### src/rtl/ctx_restore_engine_pkg.sv
// Shared types and widths for the context restore engine.
package ctx_pkg;
  localparam int NUM_THREADS_DEF = 4;
  localparam int NUM_REGS_DEF    = 32;
  localparam int DATA_W_DEF      = 32;
  localparam int TID_W           = $clog2(NUM_THREADS_DEF);
  localparam int IDX_W           = $clog2(NUM_REGS_DEF);

  typedef enum logic [0:0] {
    IDLE   = 1'b0,
    STREAM = 1'b1
  } state_t;

  typedef logic [DATA_W_DEF-1:0] ctx_word_t;
endpackage

### src/rtl/ctx_restore_engine_if.sv
// Restored-word stream from the engine to the core register-file write port.
interface ctx_restore_engine_if
  import ctx_pkg::*;
#(
  parameter int TW = TID_W,
  parameter int IW = IDX_W,
  parameter int DW = DATA_W_DEF
);
  logic          out_valid;
  logic          out_ready;
  logic [TW-1:0] out_tid;
  logic [IW-1:0] out_idx;
  logic [DW-1:0] out_data;
  logic          out_last;

  modport master (
    output out_valid, out_tid, out_idx, out_data, out_last,
    input  out_ready
  );

  modport slave (
    input  out_valid, out_tid, out_idx, out_data, out_last,
    output out_ready
  );
endinterface

### src/rtl/ctx_restore_engine_store_mem.sv
// Per-thread saved-register storage: one synchronous write port, one asynchronous read port.
module ctx_store_mem #(
  parameter  int NUM_THREADS = 4,
  parameter  int NUM_REGS    = 32,
  parameter  int DATA_W      = 32,
  localparam int TW          = $clog2(NUM_THREADS),
  localparam int IW          = $clog2(NUM_REGS)
) (
  input  logic              clk,
  input  logic              we,
  input  logic [TW-1:0]     wr_tid,
  input  logic [IW-1:0]     wr_idx,
  input  logic [DATA_W-1:0] wr_data,
  input  logic [TW-1:0]     rd_tid,
  input  logic [IW-1:0]     rd_idx,
  output logic [DATA_W-1:0] rd_data
);
  // Not reset: saved contexts are only trusted through the ctx_valid flags.
  logic [DATA_W-1:0] mem [NUM_THREADS*NUM_REGS];

  always_ff @(posedge clk) begin
    if (we) begin
      mem[{wr_tid, wr_idx}] <= wr_data;
    end
  end

  assign rd_data = mem[{rd_tid, rd_idx}];
endmodule

### src/rtl/ctx_restore_engine.sv
// Restores a saved thread context to the register file as a valid/ready word stream.
// state  | meaning
// IDLE   | ready for a restore request; saves go straight to memory
// STREAM | streaming mem[tid][idx] out; saves to tid are dropped
module ctx_restore_engine
  import ctx_pkg::*;
#(
  parameter  int NUM_THREADS = 4,
  parameter  int NUM_REGS    = 32,
  parameter  int DATA_W      = 32,
  localparam int TW          = $clog2(NUM_THREADS),
  localparam int IW          = $clog2(NUM_REGS)
) (
  input  logic                   clk,
  input  logic                   rst,
  input  logic                   save_valid,
  input  logic [TW-1:0]          save_tid,
  input  logic [IW-1:0]          save_idx,
  input  logic [DATA_W-1:0]      save_data,
  output logic                   save_conflict,
  input  logic                   restore_req,
  input  logic [TW-1:0]          restore_tid,
  output logic                   restore_ready,
  output logic                   restore_done,
  output logic                   restore_err,
  output logic [NUM_THREADS-1:0] ctx_valid,
  ctx_restore_engine_if.master   rf_port
);
  localparam logic [IW-1:0] LAST_IDX = IW'(NUM_REGS - 1);

  state_t           state_q, state_d;
  logic [TW-1:0]    tid_q, tid_d;
  logic [IW-1:0]    idx_q, idx_d;
  logic [NUM_THREADS-1:0] ctx_valid_q;
  logic             done_q, done_d;
  logic             err_q, err_d;
  logic             conflict_q, conflict;
  logic             final_hs;
  logic             mem_we;

  always_ff @(posedge clk) begin
    if (rst) begin
      state_q    <= IDLE;
      tid_q      <= '0;
      idx_q      <= '0;
      done_q     <= 1'b0;
      err_q      <= 1'b0;
      conflict_q <= 1'b0;
    end else begin
      state_q    <= state_d;
      tid_q      <= tid_d;
      idx_q      <= idx_d;
      done_q     <= done_d;
      err_q      <= err_d;
      conflict_q <= conflict;
    end
  end

  always_comb begin
    state_d  = state_q;
    tid_d    = tid_q;
    idx_d    = idx_q;
    done_d   = 1'b0;
    err_d    = 1'b0;
    final_hs = 1'b0;
    case (state_q)
      IDLE: begin
        if (restore_req) begin
          // Decision uses the flags as they stood before any same-cycle save.
          if (ctx_valid_q[restore_tid]) begin
            state_d = STREAM;
            tid_d   = restore_tid;
            idx_d   = '0;
          end else begin
            err_d = 1'b1;
          end
        end
      end
      STREAM: begin
        if (rf_port.out_ready) begin
          if (idx_q == LAST_IDX) begin
            final_hs = 1'b1;
            state_d  = IDLE;
            done_d   = 1'b1;
          end else begin
            idx_d = idx_q + IW'(1);
          end
        end
      end
      default: state_d = IDLE;
    endcase
  end

  // A save into the context being streamed would tear it, so it is dropped.
  assign conflict = save_valid && (state_q == STREAM) && (save_tid == tid_q);
  assign mem_we   = save_valid && !conflict;

  always_ff @(posedge clk) begin
    if (rst) begin
      ctx_valid_q <= '0;
    end else begin
      if (mem_we && save_idx == '0) begin
        ctx_valid_q[save_tid] <= 1'b0;
      end
      if (mem_we && save_idx == LAST_IDX) begin
        ctx_valid_q[save_tid] <= 1'b1;
      end
      if (final_hs) begin
        ctx_valid_q[tid_q] <= 1'b0;
      end
    end
  end

  ctx_store_mem #(
    .NUM_THREADS (NUM_THREADS),
    .NUM_REGS    (NUM_REGS),
    .DATA_W      (DATA_W)
  ) u_store (
    .clk     (clk),
    .we      (mem_we),
    .wr_tid  (save_tid),
    .wr_idx  (save_idx),
    .wr_data (save_data),
    .rd_tid  (tid_q),
    .rd_idx  (idx_q),
    .rd_data (rf_port.out_data)
  );

  assign rf_port.out_valid = (state_q == STREAM);
  assign rf_port.out_tid   = tid_q;
  assign rf_port.out_idx   = idx_q;
  assign rf_port.out_last  = (state_q == STREAM) && (idx_q == LAST_IDX);

  assign restore_ready = (state_q == IDLE);
  assign restore_done  = done_q;
  assign restore_err   = err_q;
  assign save_conflict = conflict_q;
  assign ctx_valid     = ctx_valid_q;
endmodule
### src/flat_wrapper.sv
// flat-port wrapper written by rule: the top's interface ports become plain ports
module ctx_restore_engine_flat import ctx_pkg::*;
#(
  parameter  int NUM_THREADS = 4,
  parameter  int NUM_REGS    = 32,
  parameter  int DATA_W      = 32,
  localparam int TW          = $clog2(NUM_THREADS),
  localparam int IW          = $clog2(NUM_REGS)
)
  (clk, rst, save_valid, save_tid, save_idx, save_data, save_conflict, restore_req, restore_tid, restore_ready, restore_done, restore_err, ctx_valid, rf_port_out_valid, rf_port_out_tid, rf_port_out_idx, rf_port_out_data, rf_port_out_last, rf_port_out_ready);
  ctx_restore_engine_if rf_port_i ();
  input  logic clk;
  input  logic rst;
  input  logic save_valid;
  input  logic [TW-1:0] save_tid;
  input  logic [IW-1:0] save_idx;
  input  logic [DATA_W-1:0] save_data;
  output logic save_conflict;
  input  logic restore_req;
  input  logic [TW-1:0] restore_tid;
  output logic restore_ready;
  output logic restore_done;
  output logic restore_err;
  output logic [NUM_THREADS-1:0] ctx_valid;
  output wire logic [$bits(rf_port_i.out_valid)-1:0] rf_port_out_valid;
  output wire logic [$bits(rf_port_i.out_tid)-1:0] rf_port_out_tid;
  output wire logic [$bits(rf_port_i.out_idx)-1:0] rf_port_out_idx;
  output wire logic [$bits(rf_port_i.out_data)-1:0] rf_port_out_data;
  output wire logic [$bits(rf_port_i.out_last)-1:0] rf_port_out_last;
  input wire logic [$bits(rf_port_i.out_ready)-1:0] rf_port_out_ready;
  assign rf_port_out_valid = rf_port_i.out_valid;
  assign rf_port_out_tid = rf_port_i.out_tid;
  assign rf_port_out_idx = rf_port_i.out_idx;
  assign rf_port_out_data = rf_port_i.out_data;
  assign rf_port_out_last = rf_port_i.out_last;
  assign rf_port_i.out_ready = rf_port_out_ready;
  ctx_restore_engine #(.NUM_THREADS(NUM_THREADS), .NUM_REGS(NUM_REGS), .DATA_W(DATA_W)) u_core (.clk(clk), .rst(rst), .save_valid(save_valid), .save_tid(save_tid), .save_idx(save_idx), .save_data(save_data), .save_conflict(save_conflict), .restore_req(restore_req), .restore_tid(restore_tid), .restore_ready(restore_ready), .restore_done(restore_done), .restore_err(restore_err), .ctx_valid(ctx_valid), .rf_port(rf_port_i));
endmodule
### config.mk
export PLATFORM = sky130hd
export DESIGN_NAME = ctx_restore_engine_flat
export DESIGN_NICKNAME = d
export VERILOG_FILES = /design/src/rtl/ctx_restore_engine_pkg.sv /design/src/rtl/ctx_restore_engine_if.sv /design/src/rtl/ctx_restore_engine_store_mem.sv /design/src/rtl/ctx_restore_engine.sv /design/src/flat_wrapper.sv
export SDC_FILE = /design/constraint.sdc
export NUM_CORES = 2
export LEC_CHECK = 0
export CORE_AREA = 10 10 458 795
export DETAILED_ROUTE_END_ITERATION = 12
export DIE_AREA = 0 0 468 805
export GPL_ROUTABILITY_DRIVEN = 1
export GPL_TIMING_DRIVEN = 0
export HOLD_SLACK_MARGIN = 0.06
export PLACE_DENSITY_LB_ADDON = 0.3
export SYNTH_ARGS = -nofsm -noshare
export SYNTH_HDL_FRONTEND = slang
export SYNTH_SLANG_ARGS = --single-unit
export TNS_END_PERCENT = 30
### constraint.sdc
create_clock -name clk -period 6.6 [get_ports clk]
set_clock_uncertainty 0.1 [all_clocks]
set_input_delay 1.32 -clock clk [delete_from_list [all_inputs] [get_ports clk]]
set_output_delay 1.32 -clock clk [all_outputs]
set_load 0.03 [all_outputs]
; After elaboration in Yosys (flattened, before gate mapping)
; Memories as Yosys holds them, arrays and structs flattened.
; Index checks and enable logic that the tools add are counted.
[word_totals]
reg_bits = 15
mem_bits_rw = 4096
inputBits = 46
output_inout_bits = 49
mem_count = 1
[classes]
n_addsub = 1
order_cmp = 5
n_eq_ne = 7
n_mux = 27
bitwise_logic = 7
n_reduce_logical = 13
[memory_table]
columns = name, words, word_bits, rd, rd_ports_with_merged_regs, wr, line_no
row1 = u_core.u_store.mem, 128, 32, 1, 0, 1, ctx_restore_engine_store_mem.sv:19  ; logic [DATA_W-1:0] mem [NUM_THREADS*NUM_REGS];
[op_table]
columns = operator, n
row1 = 2-to-1 mux 4 bit, 5
row2 = 2-to-1 mux 5 bit, 4
row3 = 2-to-1 mux 1 bit, 13
row4 = "== test 5 bit, second input constant", 2
row5 = one-hot mux 5 bit (2 select lines), 1
row6 = "less-than comparator 2 x 3 -> 1 bit, second input constant", 3
row7 = bitwise AND 4 bit, 2
row8 = logical AND 1 bit, 8
row9 = NOT 4 bit, 2
row10 = "!= test 2 bit, second input constant", 3
row11 = "adder 5 x 1 -> 5 bit, second input constant", 1
row12 = zero test 5 bit, 1
row13 = demux 1 bit (select 2 bit), 2
row14 = ">= comparator 2 x 1 -> 1 bit, second input constant", 2
row15 = OR 4 bit, 1
row16 = AND reduction 4 bit, 1
row17 = AND reduction 3 bit, 1
row18 = OR reduction 3 bit, 1
row19 = binary-select mux 1 bit (select 2 bit), 1
row20 = == test 2 bit, 1
row21 = "!= test 2 x 1 -> 1 bit, second input constant", 1
row22 = NOT 1 bit, 2
row23 = one-hot mux 1 bit (2 select lines), 1
row24 = zero test 1 bit, 1

; Longest topological paths before layout
[depth]
word_depth = 13
ltp_mapped = 12

; Cells and area by module
; From an unflattened synthesis, not the netlist that was laid out.
[hier_totals]
cells_unflattened = 6056
hier_area_um2 = 156485.1
[by_module_without_submodules]
columns = module, instances, cells_each, area_each_um2, seq_area_each_um2
row1 = ctx_store_mem, 1, 5958, 155635.5, 122998.0
row2 = ctx_restore_engine, 1, 98, 849.6, 300.3

; Least setup slack after synthesis
; Ideal clock, no wire load.
[synth_path]
kind = in2reg
start = input save_tid[0]
end = memory u_core.u_store.mem[104][0] (enable)
setup_time_ps = 421
t_arrival_ps = 3949
required_time_ps = 6079
path_slack_ps = 2130
stages = 7
path_buffers = 3
cell_sequence = buf_2 xnor2_1 a311oi_1 nand2_1 clkbuf_1 buf_1 nor2_1
[synth_via]
elab_chain_len = 6
[synth_rtl]
columns = item, line_no
row1 = "start, declared", flat_wrapper.sv:15  ; input logic [TW-1:0] save_tid;
row2 = == test 2 bit, ctx_restore_engine.sv:95  ; assign conflict = save_valid && (state_q == STREAM) && (save_tid == tid_q);
row3 = logical AND 1 bit, ctx_restore_engine.sv:95
row4 = zero test 1 bit, ctx_restore_engine.sv:96  ; assign mem_we = save_valid && !conflict;
row5 = logical AND 1 bit, ctx_restore_engine.sv:96
row6 = 2-to-1 mux 1 bit, ctx_restore_engine_store_mem.sv:22  ; if (we) begin
row7 = 2-to-1 mux 1 bit (not written as such), ctx_restore_engine_store_mem.sv:23  ; mem[{wr_tid, wr_idx}] <= wr_data;
row8 = "end, declared", ctx_restore_engine_store_mem.sv:19
; Parallel ways exist; a longest one is shown, timed or not.

; Final worst setup path
[layout_path]
start = register u_core.idx_q[0] (netlist: u_core.rf_port.out_idx[0])
end = output rf_port_out_data[28]
[layout_via]
elab_chain_len = 1
[layout_rtl]
columns = item, line_no
row1 = "start, declared", ctx_restore_engine.sv:33  ; logic [IW-1:0] idx_q, idx_d;
row2 = "start signal, assigned", ctx_restore_engine.sv:52  ; idx_q <= idx_d;
row3 = memory read (128 x 32 bit), -
row4 = "end, declared", flat_wrapper.sv:28  ; output wire logic [$bits(rf_port_i.out_data)-1:0] rf_port_out_data;
; Every way passes these cells.

==> results_dict.tcl <==
set metrics [dict create \
    worstPathArrival_ns 5.57 \
    crit_slowest_cell "mux2i_1" \
    syn-num-nets 7123 \
    routed_wl_um 637000 \
    status "finished, violations left" \
    power_density_nw_per_um2 276 \
    fmax_mhz 143 \
    startpoint_type "register" \
    drt_iter0_markers 14300 \
    synth_area_leader_cell "edfxtp_1" \
    ios 95 \
    synth-edff-count 4096 \
    antenna_found_initial 49 \
    cp.buffers_inverters 7 \
    drtPass1Iterations 8 \
    synth_area_leaders "edfxtp_1 (78%), mux4_2 (11%), mux2i_1 (3.4%), a211oi_1 (0.67%), o221ai_1 (0.59%)" \
    nFillCells 26600 \
    cts_max_level 5 \
    grt_pass1_wl_um 818000 \
    leakage_nw 55.0 \
    drive_above_1_share 0.292 \
    worst_ep_required_time_ns 5.18 \
    grt_pass1_vias 83800 \
    dieArea_um2 377000 \
    ys_seq_elements 4111 \
    cts_inserted_buffers 356 \
    drv_cap 7 \
    clockBufferDepth 4 \
    wire_per_inst_um 50.0 \
    gp_congestion 1.07 \
    insertion_delay_ns 0.98 \
    synth_cells 7075 \
    intPower_mw 40.3 \
    switching_share 0.206 \
    ys.flop_type "edfxtp_1" \
    drc_errors 0 \
    period_minus_slack_ns 6.99 \
    final.setup.worst_slack_ns -0.395 \
    ant_nets 0 \
    reg2reg_to "u_core.u_store.mem[101][31]$_DFFE_PP_" \
    core.rowCount 288 \
    fin_nets 7844 \
    syn_avg_cell_area_um2 22.2 \
    max_stage_delay_ns 0.69 \
    clk_pin_slew_ns 0.07 \
    fin_area_um2 184000 \
    grt_start_max_net_pins 105 \
    r2r_cells 6 \
    grt-ovfl-total 0 \
    initial_core_util 0.447 \
    min_path_cells 2 \
    hold_path.class "reg -> reg" \
    yosysMostFrequentCell "edfxtp_1" \
    die_w_um 468 \
    ys_warn_count 0 \
    async_flop_share 0 \
    cts_sinks 4111 \
    endpoint_kind "primary output" \
    synth.yosys.seq_area_share 0.786 \
    hpwl_um 454000 \
    net-switching-power_mw 10.4 \
    synth_commonest_cells "edfxtp_1 (4096), mux4_2 (782), mux2i_1 (532)" \
    route.vias.total 86100 \
    p_seq_frac 0.568 \
    vias_per_cell 6.75 \
    track_usage 0.333 \
    yosys.cell_types.count 58 \
    post-route-period-util 1.06 \
    die_h_um 805 \
    holdPathEnd "u_core.ctx_valid[0]$_SDFF_PP0_" \
    postCtsSetupRepairBufs 0 \
    fin_cells 12800 \
    clockRootBuffer "clkbuf_16" \
    path_cells "buf_6, buf_8, buf_6, buf_6, buf_6, buf_4, mux2i_1, a221oi_1, o21ai_1, a221o_1, nand4_1, clkdlybuf4s15_2" \
    pwr-share-clk 0.416 \
    combinationalPowerShare 0.016 \
    r2r-start "u_core.rf_port.out_tid[0]$_SDFFE_PP0P_" \
    hold_slack_ns 0.508 \
    min_from "u_core.ctx_valid[0]$_SDFF_PP0_" \
    tightestPinTransition_ns 1.58 \
    setup_viol_count_final 25 \
    cp_common_cell "buf_6" \
    slew_violations 62 \
    rsz0062_at_grt "true" \
    portBuffers 92 \
    synth_top_area_share 0.784 \
    peakVddDrop_uv 223 \
    place_area_um2 170000 \
    timing.max_slew.rel_slack -0.0515 \
    critical_path_class "reg -> out" \
    violations "capacitance limit, slew limit, setup timing" \
    fp.coreArea_um2 351000 \
    cts_tree "built" \
    ff2ff_setup_slack_ns 1.92 \
    syn_to_final_growth_pct 17.1 \
    cts_hold_buf 0 \
    syn_area_um2 157000 \
    path_delay_family "buffers and inverters" \
    dp.cells 12100 \
    final_hold_viol_count 0 \
    crit_fanout 10 \
]
[cell type report]
type,instances,area (µm²),area share
Multi-Input combinational cell,2534,33800,0.184
Clock buffer,418,9380,0.0510
Sequential cell,4111,123000,0.671
Clock inverter,220,1890,0.0103
Timing Repair Buffer,364,6190,0.0337
Inverter,9,33.8,0.000184
Tap cell,4640,5810,0.0316
Antenna cell,35,87.6,0.000477
Buffer,420,3240,0.0176
[through the flow]
step,util,power (mW),setup WS (ns),TNS [ns]
floorplan,-,29.5,2.13,0
finish,0.524,50.7,-0.395,-4.34
detailed placement,0.485,30.2,-1.41,-30.35
global placement,0.467,30.2,-4.08,-4323.99
CTS,0.523,50.6,-0.229,-1.99
global route,0.524,51.6,-0.194,-1.13
[logic make-up (layout without fill, tap and decap cells)]
logic type                 after synthesis  count (layout)  synth area share
and+or+nand+nor                        371             371            0.0107
muxes                                 1327            1327             0.147
other                                    0              35                 0
xor gates and xnor gates                 4               4          0.000223
buffers and inverters                  430            1431            0.0150
DFF                                   4111            4111             0.786
AOI/OAI and AO/OA                      830             830            0.0407
adders and majority gates                2               2          0.000159
[state kept, by name (all words and copies together), names as in the netlist]
signal / cells
u_core.save_conflict: 1
u_core.rf_port.out_valid: 1
u_core.rf_port.out_idx: 5
u_core.restore_err: 1
u_core.restore_done: 1
u_core.u_store.mem: 4096
u_core.rf_port.out_tid: 2
u_core.ctx_valid: 4
[worst max path at each step]
stage                                                       from  cells past startpoint                              endpoint
after floorplan                                      save_tid[0]                      7  u_core.u_store.mem[104][0]$_DFFE_PP_
after CTS                 u_core.rf_port.out_idx[2]$_SDFFE_PP0P_                     11                  rf_port_out_data[28]
after detailed placement  u_core.rf_port.out_idx[3]$_SDFFE_PP0P_                      9                  rf_port_out_data[29]
after global routing      u_core.rf_port.out_idx[0]$_SDFFE_PP0P_                     13                  rf_port_out_data[31]
after global placement    u_core.rf_port.out_idx[3]$_SDFFE_PP0P_                      9                  rf_port_out_data[21]
final                     u_core.rf_port.out_idx[0]$_SDFFE_PP0P_                     12                  rf_port_out_data[28]
[timing repair]
action | 4_1_cts | 5_1_grt
pin swaps | 32 | 12
endpoints found under the setup margin | 33 | 29
endpoints found under the hold margin | 0 | 0
gates resized for setup | 623 | 57
[metal layers]
metal,routed length [µm],track usage,vias to the layer above
met2,297000,0.522,6772
met4,87900,0.352,8
li1,-,-,31700
met3,65200,0.0853,1957
met5,59,0,-
met1,187000,0.351,45700
[worst min-delay path: stages, from the launching register on]
cell      delay (ns)
dfxtp_1         0.38
o21ai_0         0.10
a221oi_1        0.07
[layout by cell type (no fill, tap or decap), drive strengths merged, types with 8 or more instances in the layout]
| cell | netlist | final |
|---|---|---|
| o221a | 8 | 8 |
| a22oi | 114 | 114 |
| inv | 9 | 18 |
| a211oi | 147 | 147 |
| clkbuf | 177 | 598 |
| or2 | 18 | 18 |
| mux2 | 13 | 13 |
| dfxtp | 15 | 15 |
| or4 | 8 | 8 |
| a221oi | 16 | 16 |
| nor2 | 152 | 152 |
| nand3 | 30 | 30 |
| mux2i | 532 | 532 |
| a2111oi | 30 | 30 |
| clkdlybuf4s15 | 0 | 10 |
| o22ai | 114 | 114 |
| edfxtp | 4096 | 4096 |
| mux4 | 782 | 782 |
| nand2 | 92 | 92 |
| o21ai | 17 | 17 |
| a221o | 19 | 19 |
| bufinv | 0 | 29 |
| clkdlybuf4s50 | 0 | 30 |
| diode | 0 | 35 |
| a21o | 12 | 12 |
| nor2b | 16 | 16 |
| dlygate4sd2 | 0 | 13 |
| a211o | 62 | 62 |
| a21oi | 63 | 63 |
| buf | 244 | 544 |
| clkinv | 0 | 165 |
| clkinvlp | 0 | 17 |
| nand4 | 30 | 30 |
| a22o | 85 | 85 |
| a31oi | 16 | 16 |
| o221ai | 106 | 106 |
[power groups by stage]
stage | combinational [mW] | clock (mW) | sequential (mW)
global route | 0.823 | 22.0 | 28.8
CTS | 0.795 | 21.0 | 28.8
global placement | 0.640 | 0 | 29.6
detailed placement | 0.793 | 0 | 29.4
floorplan | 0.101 | 0 | 29.4
finish | 0.816 | 21.1 | 28.8
Power figures use the tool's default switching activity.
